### config.mk
export PLATFORM = sky130hd
export DESIGN_NAME = huffman_stream_coder_flat
export DESIGN_NICKNAME = d
export VERILOG_FILES = /design/src/rtl/huffman_pkg.sv /design/src/rtl/huffman_stream_coder_if.sv /design/src/rtl/huff_sym_fifo.sv /design/src/rtl/huffman_stream_coder.sv /design/src/flat_wrapper.sv
export SDC_FILE = /design/constraint.sdc
export NUM_CORES = 2
export LEC_CHECK = 0
export CAP_MARGIN = 20
export CORE_UTILIZATION = 56
export CTS_CLUSTER_SIZE = 28
export DETAILED_ROUTE_END_ITERATION = 7
export PLACE_DENSITY = 0.76
export SYNTH_ARGS = -nofsm -noshare
export SYNTH_HDL_FRONTEND = slang
export SYNTH_SLANG_ARGS = --single-unit
export TNS_END_PERCENT = 1
### constraint.sdc
create_clock -name clock -period 4 [get_ports clock]
set_clock_uncertainty 0.05 [all_clocks]
set_input_delay 1.2 -clock clock [delete_from_list [all_inputs] [get_ports clock]]
set_output_delay 1.2 -clock clock [all_outputs]
set_load 0.1 [all_outputs]
### src/rtl/huffman_pkg.sv
// huffman_pkg
// Shared definitions for the Huffman stream coder. It holds the default
// parameter values, the Avalon-MM register map, the control and status bit
// positions, and the packer FSM state encoding.
package huffman_pkg;

  // Default parameter values
  localparam int DEF_SYM_WIDTH  = 6;
  localparam int DEF_MAX_LEN    = 12;
  localparam int DEF_OUT_WIDTH  = 32;
  localparam int DEF_FIFO_DEPTH = 8;

  // Register word addresses
  localparam logic [1:0] ADDR_LUT    = 2'd0;
  localparam logic [1:0] ADDR_PUSH   = 2'd1;
  localparam logic [1:0] ADDR_CTRL   = 2'd2;
  localparam logic [1:0] ADDR_STATUS = 2'd3;

  // Control register bits (address 2, write only)
  localparam int CTRL_FLUSH_BIT   = 0;
  localparam int CTRL_CLR_OVF_BIT = 1;

  // Status register layout (address 3, read only)
  localparam int ST_OVERFLOW_BIT = 0;
  localparam int ST_BUSY_BIT     = 1;
  localparam int ST_FLUSH_BIT    = 2;
  localparam int ST_FIFO_CNT_LSB = 4;
  localparam int ST_FIFO_CNT_W   = 8;
  localparam int ST_FILL_LSB     = 16;
  localparam int ST_FILL_W       = 7;

  // Packer FSM states
  typedef enum logic [1:0] {
    ST_IDLE   = 2'd0,
    ST_LOOKUP = 2'd1,
    ST_EMIT   = 2'd2,
    ST_FLUSH  = 2'd3
  } state_e;

endpackage

### src/rtl/huffman_stream_coder_if.sv
// huffman_stream_coder_if
// Avalon-MM slave bus of the Huffman stream coder. It has no waitrequest, and
// readdata is valid one cycle after a read is sampled.
//   address    : word address (0 LUT, 1 push, 2 control, 3 status)
//   chipselect : qualifies read/write
//   read/write : access strobes
//   writedata  : write data
//   readdata   : registered read data
interface huffman_stream_coder_if;
  logic [1:0]  address;
  logic        chipselect;
  logic        read;
  logic        write;
  logic [31:0] writedata;
  logic [31:0] readdata;

  modport master (
    output address, chipselect, read, write, writedata,
    input  readdata
  );

  modport slave (
    input  address, chipselect, read, write, writedata,
    output readdata
  );
endinterface

### src/rtl/huff_sym_fifo.sv
// huff_sym_fifo
// This is a synchronous symbol FIFO with an occupancy count. A push that
// arrives while the FIFO is full is still accepted when a pop happens in the
// same cycle. The pointers wrap modulo DEPTH.
//   clock, resetn : clock and synchronous active-low reset
//   push, wr_data : write request and data
//   pop           : read request (ignored when empty)
//   rd_data       : head of the FIFO (combinational)
//   count         : number of stored entries
//   empty, full   : occupancy flags
module huff_sym_fifo #(
  parameter int WIDTH = 6,
  parameter int DEPTH = 8
) (
  input  logic                       clock,
  input  logic                       resetn,
  input  logic                       push,
  input  logic [WIDTH-1:0]           wr_data,
  input  logic                       pop,
  output logic [WIDTH-1:0]           rd_data,
  output logic [$clog2(DEPTH+1)-1:0] count,
  output logic                       empty,
  output logic                       full
);

  localparam int PTR_W = $clog2(DEPTH);
  localparam int CNT_W = $clog2(DEPTH+1);

  logic [WIDTH-1:0] mem [DEPTH];
  logic [PTR_W-1:0] wr_ptr_q, wr_ptr_d;
  logic [PTR_W-1:0] rd_ptr_q, rd_ptr_d;
  logic [CNT_W-1:0] count_q, count_d;
  logic             wr_ok, rd_ok;

  assign empty   = (count_q == '0);
  assign full    = (count_q == CNT_W'(DEPTH));
  assign count   = count_q;
  assign rd_data = mem[rd_ptr_q];

  // A pop in the same cycle frees the slot, so a full FIFO still accepts the push.
  assign rd_ok = pop && !empty;
  assign wr_ok = push && (!full || rd_ok);

  always_comb begin
    wr_ptr_d = wr_ptr_q;
    rd_ptr_d = rd_ptr_q;
    count_d  = count_q;
    if (wr_ok) wr_ptr_d = wr_ptr_q + 1'b1;
    if (rd_ok) rd_ptr_d = rd_ptr_q + 1'b1;
    case ({wr_ok, rd_ok})
      2'b10:   count_d = count_q + 1'b1;
      2'b01:   count_d = count_q - 1'b1;
      default: count_d = count_q;
    endcase
  end

  always_ff @(posedge clock) begin
    if (!resetn) begin
      wr_ptr_q <= '0;
      rd_ptr_q <= '0;
      count_q  <= '0;
    end else begin
      wr_ptr_q <= wr_ptr_d;
      rd_ptr_q <= rd_ptr_d;
      count_q  <= count_d;
    end
  end

  // Storage is not reset. Only the pointers define which entries are valid.
  always_ff @(posedge clock) begin
    if (wr_ok) mem[wr_ptr_q] <= wr_data;
  end

endmodule

### src/rtl/huffman_stream_coder.sv
// huffman_stream_coder
// This block encodes a stream of symbols with a programmable Huffman code
// table. Each symbol is looked up in a code LUT, and its codeword bits are
// packed MSB-first into OUT_WIDTH-bit words.
//   clock, resetn : clock and synchronous active-low reset
//   bus           : Avalon-MM slave (LUT write, symbol push, control, status)
//   encoded_out   : packed word. Its MSB holds the first-emitted bit, and it
//                   holds its value between strobes.
//   enable_out    : one-cycle strobe that qualifies encoded_out
module huffman_stream_coder
  import huffman_pkg::*;
#(
  parameter int SYM_WIDTH  = DEF_SYM_WIDTH,
  parameter int MAX_LEN    = DEF_MAX_LEN,
  parameter int OUT_WIDTH  = DEF_OUT_WIDTH,
  parameter int FIFO_DEPTH = DEF_FIFO_DEPTH
) (
  input  logic                   clock,
  input  logic                   resetn,
  huffman_stream_coder_if.slave  bus,
  output logic [OUT_WIDTH-1:0]   encoded_out,
  output logic                   enable_out
);

  localparam int LEN_W     = $clog2(MAX_LEN+1);
  localparam int ENTRY_W   = LEN_W + MAX_LEN;
  localparam int LUT_DEPTH = 1 << SYM_WIDTH;
  // The accumulator only needs to hold less than one word plus one codeword.
  localparam int ACC_W     = OUT_WIDTH + MAX_LEN;
  localparam int FILL_W    = $clog2(ACC_W+1);
  localparam int CNT_W     = $clog2(FIFO_DEPTH+1);

  // Bus decode
  logic wr_lut, wr_push, wr_ctrl, rd_status;
  assign wr_lut    = bus.chipselect && bus.write && (bus.address == ADDR_LUT);
  assign wr_push   = bus.chipselect && bus.write && (bus.address == ADDR_PUSH);
  assign wr_ctrl   = bus.chipselect && bus.write && (bus.address == ADDR_CTRL);
  assign rd_status = bus.chipselect && bus.read  && (bus.address == ADDR_STATUS);

  // Only a slice of writedata is meaningful for each register.
  logic unused_wdata;
  assign unused_wdata = ^bus.writedata;

  // Symbol FIFO
  logic                 fifo_pop;
  logic [SYM_WIDTH-1:0] fifo_rd_data;
  logic [CNT_W-1:0]     fifo_count;
  logic                 fifo_empty, fifo_full;

  huff_sym_fifo #(
    .WIDTH (SYM_WIDTH),
    .DEPTH (FIFO_DEPTH)
  ) u_fifo (
    .clock   (clock),
    .resetn  (resetn),
    .push    (wr_push),
    .wr_data (bus.writedata[SYM_WIDTH-1:0]),
    .pop     (fifo_pop),
    .rd_data (fifo_rd_data),
    .count   (fifo_count),
    .empty   (fifo_empty),
    .full    (fifo_full)
  );

  // Code LUT: entry = {code, length}, taken from the writedata bits just above
  // the symbol. Both the write and the registered read sit in one process, so
  // a same-address write and read in one cycle returns the old entry.
  logic [ENTRY_W-1:0] lut_mem [LUT_DEPTH];
  logic [ENTRY_W-1:0] lut_rd_data;

  always_ff @(posedge clock) begin
    if (wr_lut) lut_mem[bus.writedata[SYM_WIDTH-1:0]] <= bus.writedata[SYM_WIDTH +: ENTRY_W];
    if (fifo_pop) lut_rd_data <= lut_mem[fifo_rd_data];
  end

  // Codeword decode and placement
  logic [LEN_W-1:0]   len_raw, len_eff;
  logic [MAX_LEN-1:0] code_masked;
  logic [FILL_W-1:0]  add_shift, new_fill;
  logic [ACC_W-1:0]   acc_add;

  state_e                 state_q, state_d;
  logic [FILL_W-1:0]      fill_q, fill_d;
  logic [ACC_W-1:0]       acc_q, acc_d;
  logic [OUT_WIDTH-1:0]   enc_q, enc_d;
  logic                   en_q, en_d;
  logic                   flush_q, flush_d;
  logic                   ovf_q, ovf_d;
  logic [31:0]            rdata_q, rdata_d;
  logic                   flush_clr;
  logic [31:0]            status;

  always_comb begin
    len_raw     = lut_rd_data[LEN_W-1:0];
    len_eff     = (len_raw > LEN_W'(MAX_LEN)) ? LEN_W'(MAX_LEN) : len_raw;
    // Keep only the low len_eff bits of the right-justified code.
    code_masked = lut_rd_data[ENTRY_W-1:LEN_W] & ~({MAX_LEN{1'b1}} << len_eff);
    new_fill    = fill_q + FILL_W'(len_eff);
    // The accumulator is left-justified. New bits go directly below the current fill.
    add_shift   = FILL_W'(ACC_W) - new_fill;
    acc_add     = ACC_W'(code_masked) << add_shift;
  end

  // Packer FSM: next state and datapath
  always_comb begin
    state_d   = state_q;
    fill_d    = fill_q;
    acc_d     = acc_q;
    enc_d     = enc_q;
    en_d      = 1'b0;
    fifo_pop  = 1'b0;
    flush_clr = 1'b0;
    case (state_q)
      ST_IDLE: begin
        // Queued symbols always come before a pending flush.
        if (!fifo_empty) begin
          fifo_pop = 1'b1;
          state_d  = ST_LOOKUP;
        end else if (flush_q) begin
          state_d = ST_FLUSH;
        end
      end
      ST_LOOKUP: begin
        acc_d   = acc_q | acc_add;
        fill_d  = new_fill;
        state_d = (new_fill >= FILL_W'(OUT_WIDTH)) ? ST_EMIT : ST_IDLE;
      end
      ST_EMIT: begin
        enc_d   = acc_q[ACC_W-1 -: OUT_WIDTH];
        en_d    = 1'b1;
        acc_d   = acc_q << OUT_WIDTH;
        fill_d  = fill_q - FILL_W'(OUT_WIDTH);
        state_d = ST_IDLE;
      end
      ST_FLUSH: begin
        // Bits below the fill are always zero, so the top slice is already padded.
        if (fill_q != '0) begin
          enc_d = acc_q[ACC_W-1 -: OUT_WIDTH];
          en_d  = 1'b1;
        end
        fill_d    = '0;
        acc_d     = '0;
        flush_clr = 1'b1;
        state_d   = ST_IDLE;
      end
      default: state_d = ST_IDLE;
    endcase
  end

  // Control and status registers
  always_comb begin
    flush_d = flush_q;
    if (flush_clr) flush_d = 1'b0;
    if (wr_ctrl && bus.writedata[CTRL_FLUSH_BIT]) flush_d = 1'b1;

    ovf_d = ovf_q;
    if (wr_ctrl && bus.writedata[CTRL_CLR_OVF_BIT]) ovf_d = 1'b0;
    if (wr_push && fifo_full && !fifo_pop) ovf_d = 1'b1;

    status = '0;
    status[ST_FILL_LSB +: ST_FILL_W]         = ST_FILL_W'(fill_q);
    status[ST_FIFO_CNT_LSB +: ST_FIFO_CNT_W] = ST_FIFO_CNT_W'(fifo_count);
    status[ST_FLUSH_BIT]    = flush_q;
    status[ST_BUSY_BIT]     = (state_q != ST_IDLE) || !fifo_empty || flush_q;
    status[ST_OVERFLOW_BIT] = ovf_q;

    rdata_d = rd_status ? status : 32'd0;
  end

  always_ff @(posedge clock) begin
    if (!resetn) begin
      state_q <= ST_IDLE;
      fill_q  <= '0;
      acc_q   <= '0;
      enc_q   <= '0;
      en_q    <= 1'b0;
      flush_q <= 1'b0;
      ovf_q   <= 1'b0;
      rdata_q <= '0;
    end else begin
      state_q <= state_d;
      fill_q  <= fill_d;
      acc_q   <= acc_d;
      enc_q   <= enc_d;
      en_q    <= en_d;
      flush_q <= flush_d;
      ovf_q   <= ovf_d;
      rdata_q <= rdata_d;
    end
  end

  assign encoded_out  = enc_q;
  assign enable_out   = en_q;
  assign bus.readdata = rdata_q;

endmodule
### src/flat_wrapper.sv
// flat-port wrapper written by rule: the top's interface ports become plain ports
module huffman_stream_coder_flat import huffman_pkg::*;
#(
  parameter int SYM_WIDTH  = DEF_SYM_WIDTH,
  parameter int MAX_LEN    = DEF_MAX_LEN,
  parameter int OUT_WIDTH  = DEF_OUT_WIDTH,
  parameter int FIFO_DEPTH = DEF_FIFO_DEPTH
)
  (clock, resetn, encoded_out, enable_out, bus_address, bus_chipselect, bus_read, bus_write, bus_writedata, bus_readdata);
  huffman_stream_coder_if bus_i ();
  input  logic clock;
  input  logic resetn;
  output logic [OUT_WIDTH-1:0] encoded_out;
  output logic enable_out;
  input wire logic [$bits(bus_i.address)-1:0] bus_address;
  input wire logic [$bits(bus_i.chipselect)-1:0] bus_chipselect;
  input wire logic [$bits(bus_i.read)-1:0] bus_read;
  input wire logic [$bits(bus_i.write)-1:0] bus_write;
  input wire logic [$bits(bus_i.writedata)-1:0] bus_writedata;
  output wire logic [$bits(bus_i.readdata)-1:0] bus_readdata;
  assign bus_i.address = bus_address;
  assign bus_i.chipselect = bus_chipselect;
  assign bus_i.read = bus_read;
  assign bus_i.write = bus_write;
  assign bus_i.writedata = bus_writedata;
  assign bus_readdata = bus_i.readdata;
  huffman_stream_coder #(.SYM_WIDTH(SYM_WIDTH), .MAX_LEN(MAX_LEN), .OUT_WIDTH(OUT_WIDTH), .FIFO_DEPTH(FIFO_DEPTH)) u_core (.clock(clock), .resetn(resetn), .bus(bus_i), .encoded_out(encoded_out), .enable_out(enable_out));
endmodule
==> impl_results.md <==
- Netlist cell types: 67
- Clk_lat worst skew: 0.69 ns
- Peak supply drop: 0.626 mV
- CP cell instances: buf_4 > mux4_2 > mux2i_4 > buf_12 > buf_12 > mux2i_1 > a221oi_2 > a22oi_1 > o2111ai_1 > o21a_1
- Final GP Congestion: around 0.9
- Vias per inst: ~6.4
- Tcrit/Tclk final: between 90% and 100%
- Worst-Margin Slew: slightly below 1 ns
- Hpwl dp: 70.2 mm
- Critical path required time: 4.33 ns
- N_diodes: 0
- Final nets: 2977
- Die height: 294 um
- Die X: 294 um
- Critical path arrival: 4.29 ns
- Net Sw Frac: approximately 34%
- Final Util: between 60% and 70%
- Pwr per Cell Area: 702 mW/mm^2
- I/O Buffers: 74
- Crit path largest cell delay: 0.52 ns
- Worst slew margin: 34.4%
- Largest net degree at the start of global routing: 76
- Clock power frac: 27.2%
- Hold Violations, Final: 0
- 1st-iter DRT viols: 3226
- Routed vias: about 27000
- GR Overflow Total: 0
- CTS Sinks: between 1000 and 1500
- # setup viols final: 0
- Row cnt: approximately 110
- GR Util All Layers: 26.1%
- Warnings, synthesis: 0
- Detail Route Antenna Nets: 0
- Clock buffer depth: 3
- Area of the core: 0.0840 mm^2
- Peak Freq: 253 MHz
- First-pass GRT wire length: 166 mm
- WL final: 112 mm
- Setup crit start kind: register
- Syn Area/Cell: 17.7 um^2
- Synth-to-layout area growth: 14.7%
- Total of max-cap violations: 0
- H-tree Lvls: 3
- Tmin final: 3.95 ns
- CP Max Fanout: 53
- Worst hold margin: about 0.40 ns
- Cell area after synthesis: 0.0476 mm^2
- Worst Hold Class: register to register
- Top Ports: 104
- Drt drc: 0
- Static leakage: ~18 nW
- Count of pins over their slew limit: 0
- Starting Density: 56.7%
- Slowest cell on the critical path: mux4_2
- Part of the power in registers: 37.1%
- Fraction of layout cells with a size suffix above 1: 19.2%
- CP most frequent cell: buf_12
- Comb power frac: 35.6%
- Critical path's top delay family: compound AO/OA/AOI/OAI gates
- Root Buffer: clkbuf_16
- Ys flop type: edfxtp_1
- CP Capture Type: register
- Vias in the first global route: 26000
- Initial antenna violation count: 0
- Internal power: 0.0252 W
- Reg clk slew, reported paths: 0.06 ns
- Post-synthesis sequential element count: roughly 1200
- Kind of critical path: register to register
- Psw: 0.0131 W
- Sequential share of the synthesized area: 73.4%
- Synthesized instance count: 2698
- Outcome: completed
- Setup Buffers After CTS: 0
- Setup slack, reg-to-reg: 0.05 ns
- Synth async-reset ratio: 0%
- Die area: 0.0862 mm^2
- CTS Buf Count: around 110
- RSZ-0062 raised after global routing: yes
- Critical path buffers and inverters: 3
- First drt pass iteration count: 5
- Number of flops mapped to enable cells by yosys: between 1000 and 1500
- Wirelength per Cell: 27.0 um
- TritonCTS clock tree: done
## worst register-to-register path, stage by stage (launching register included)
cell	delay (ns)
dfxtp_1	0.43
buf_4	0.18
mux4_2	0.52
mux2i_4	0.18
buf_12	0.23
buf_12	0.35
mux2i_1	0.40
a221oi_2	0.16
a22oi_1	0.40
o2111ai_1	0.47
o21a_1	0.31
## final timing paths
path                                        startpoint                     end  cells past startpoint
worst min-delay path            u_core.encoded_out[27]  u_core.encoded_out[27]                      2
worst min register to register  u_core.encoded_out[27]  u_core.encoded_out[27]                      2
worst max register to register                register   u_core.lut_rd_data[6]                     10
worst max-delay path                          register   u_core.lut_rd_data[6]                     10
## per-layer routing
layer	vias to the layer above	track usage [%]	share of wire [%]
met2	1453	40.6	47
met5	-	0	0
met3	155	5.75	10
li1	11400	-	-
met1	13600	37.5	40
met4	0	7.38	2.5
## flip-flops by register name, summed over array words and instances, names as in the netlist, 4 cells and up, named ones only
| name | flops |
|---|---|
| u_core.lut_mem | 1024 |
| u_core.acc_q | 44 |
| u_core.lut_rd_data | 16 |
| u_core.encoded_out | 32 |
| u_core.u_fifo.count | 4 |
| u_core.bus.readdata | 13 |
| u_core.u_fifo.mem | 48 |
| u_core.fill_q | 6 |
## power by group through the flow
| stage | Sequential (W) | Clock (W) | Combinational [W] |
|---|---|---|---|
| 2_1_floorplan | 0.0144 | 0 | 0.00862 |
| 3_3_place_gp | 0.0145 | 0 | 0.0132 |
| 3_5_place_dp | 0.0145 | 0 | 0.0133 |
| 4_1_cts | 0.0142 | 0.0105 | 0.0134 |
| 5_1_grt | 0.0143 | 0.0110 | 0.0144 |
| 6_report | 0.0142 | 0.0104 | 0.0136 |
## area by class of cell
cell class	instances	area, um^2
clock buffer	139	2930
clock inverter	72	704
fill	5436	29300
inverter	16	60.1
multi-input combinational	1305	11800
sequential	1201	34900
tap	1134	1420
timing repair buffer	290	2810
## cells in the final DEF, fill, tap and decap left out, drive strengths merged, types with 28 or more instances in the layout
master	instances
nand2	124
edfxtp	1088
o211ai	28
nor4	42
clkinv	54
nor2	125
a21oi	70
mux2i	270
o21a	28
dfxtp	113
nand4	29
buf	246
mux4	146
a22oi	69
a221oi	128
clkbuf	139
clkdlybuf4s50	44
## Yosys cell counts (16+ instances only)
library cell,instances,area [um^2]
edfxtp_1,1088,32700
nor2_1,125,469
o2111ai_1,16,140
nand2_1,124,465
a221oi_1,128,1120
buf_6,24,270
nor4_1,42,263
o21a_1,28,210
mux2i_1,269,2690
o211ai_1,28,210
mux4_2,146,3290
clkbuf_1,102,383
a22oi_1,69,518
nand4_1,29,181
buf_2,28,140
a21oi_1,70,350
buf_4,26,195
nand3_1,20,100
dfxtp_1,113,2260
## through the flow
| stage | TNS, ns | instances | area [um^2] | setup slack, ns | total power, W |
|---|---|---|---|---|---|
| finish | 0 | 4157 | 54600 | 0.0454 | 0.0383 |
| detailed placement | 0 | 3934 | 50700 | 0.0773 | 0.0278 |
| CTS | 0 | 4145 | 54300 | 0.0450 | 0.0382 |
| global route | -0.0189 | 4157 | 54600 | -0.0138 | 0.0397 |
| global placement | 0 | 3933 | 50700 | 0.140 | 0.0276 |
| floorplan | -0.0762 | 2716 | 47700 | -0.0443 | 0.0231 |
## logic make-up after synthesis
logic type                 after synthesis  share of synthesized area [%]
buffers and inverters                  210                           2.39
adders and majority gates               11                          0.321
AOI/OAI and AO/OA                      410                           6.47
and+or+nand+nor                        428                           4.34
xor gates and xnor gates                18                          0.434
DFF                                   1201                           73.4
other                                    1                        0.00787
muxes                                  419                           12.7
## what timing repair did
item                       in CTS  in global routing
hold endpoints to repair        0                  0
resized for setup               0                  5
setup endpoints to repair       0                 12
hold buffers                    0                  0
(Power assumes the default switching activity.)
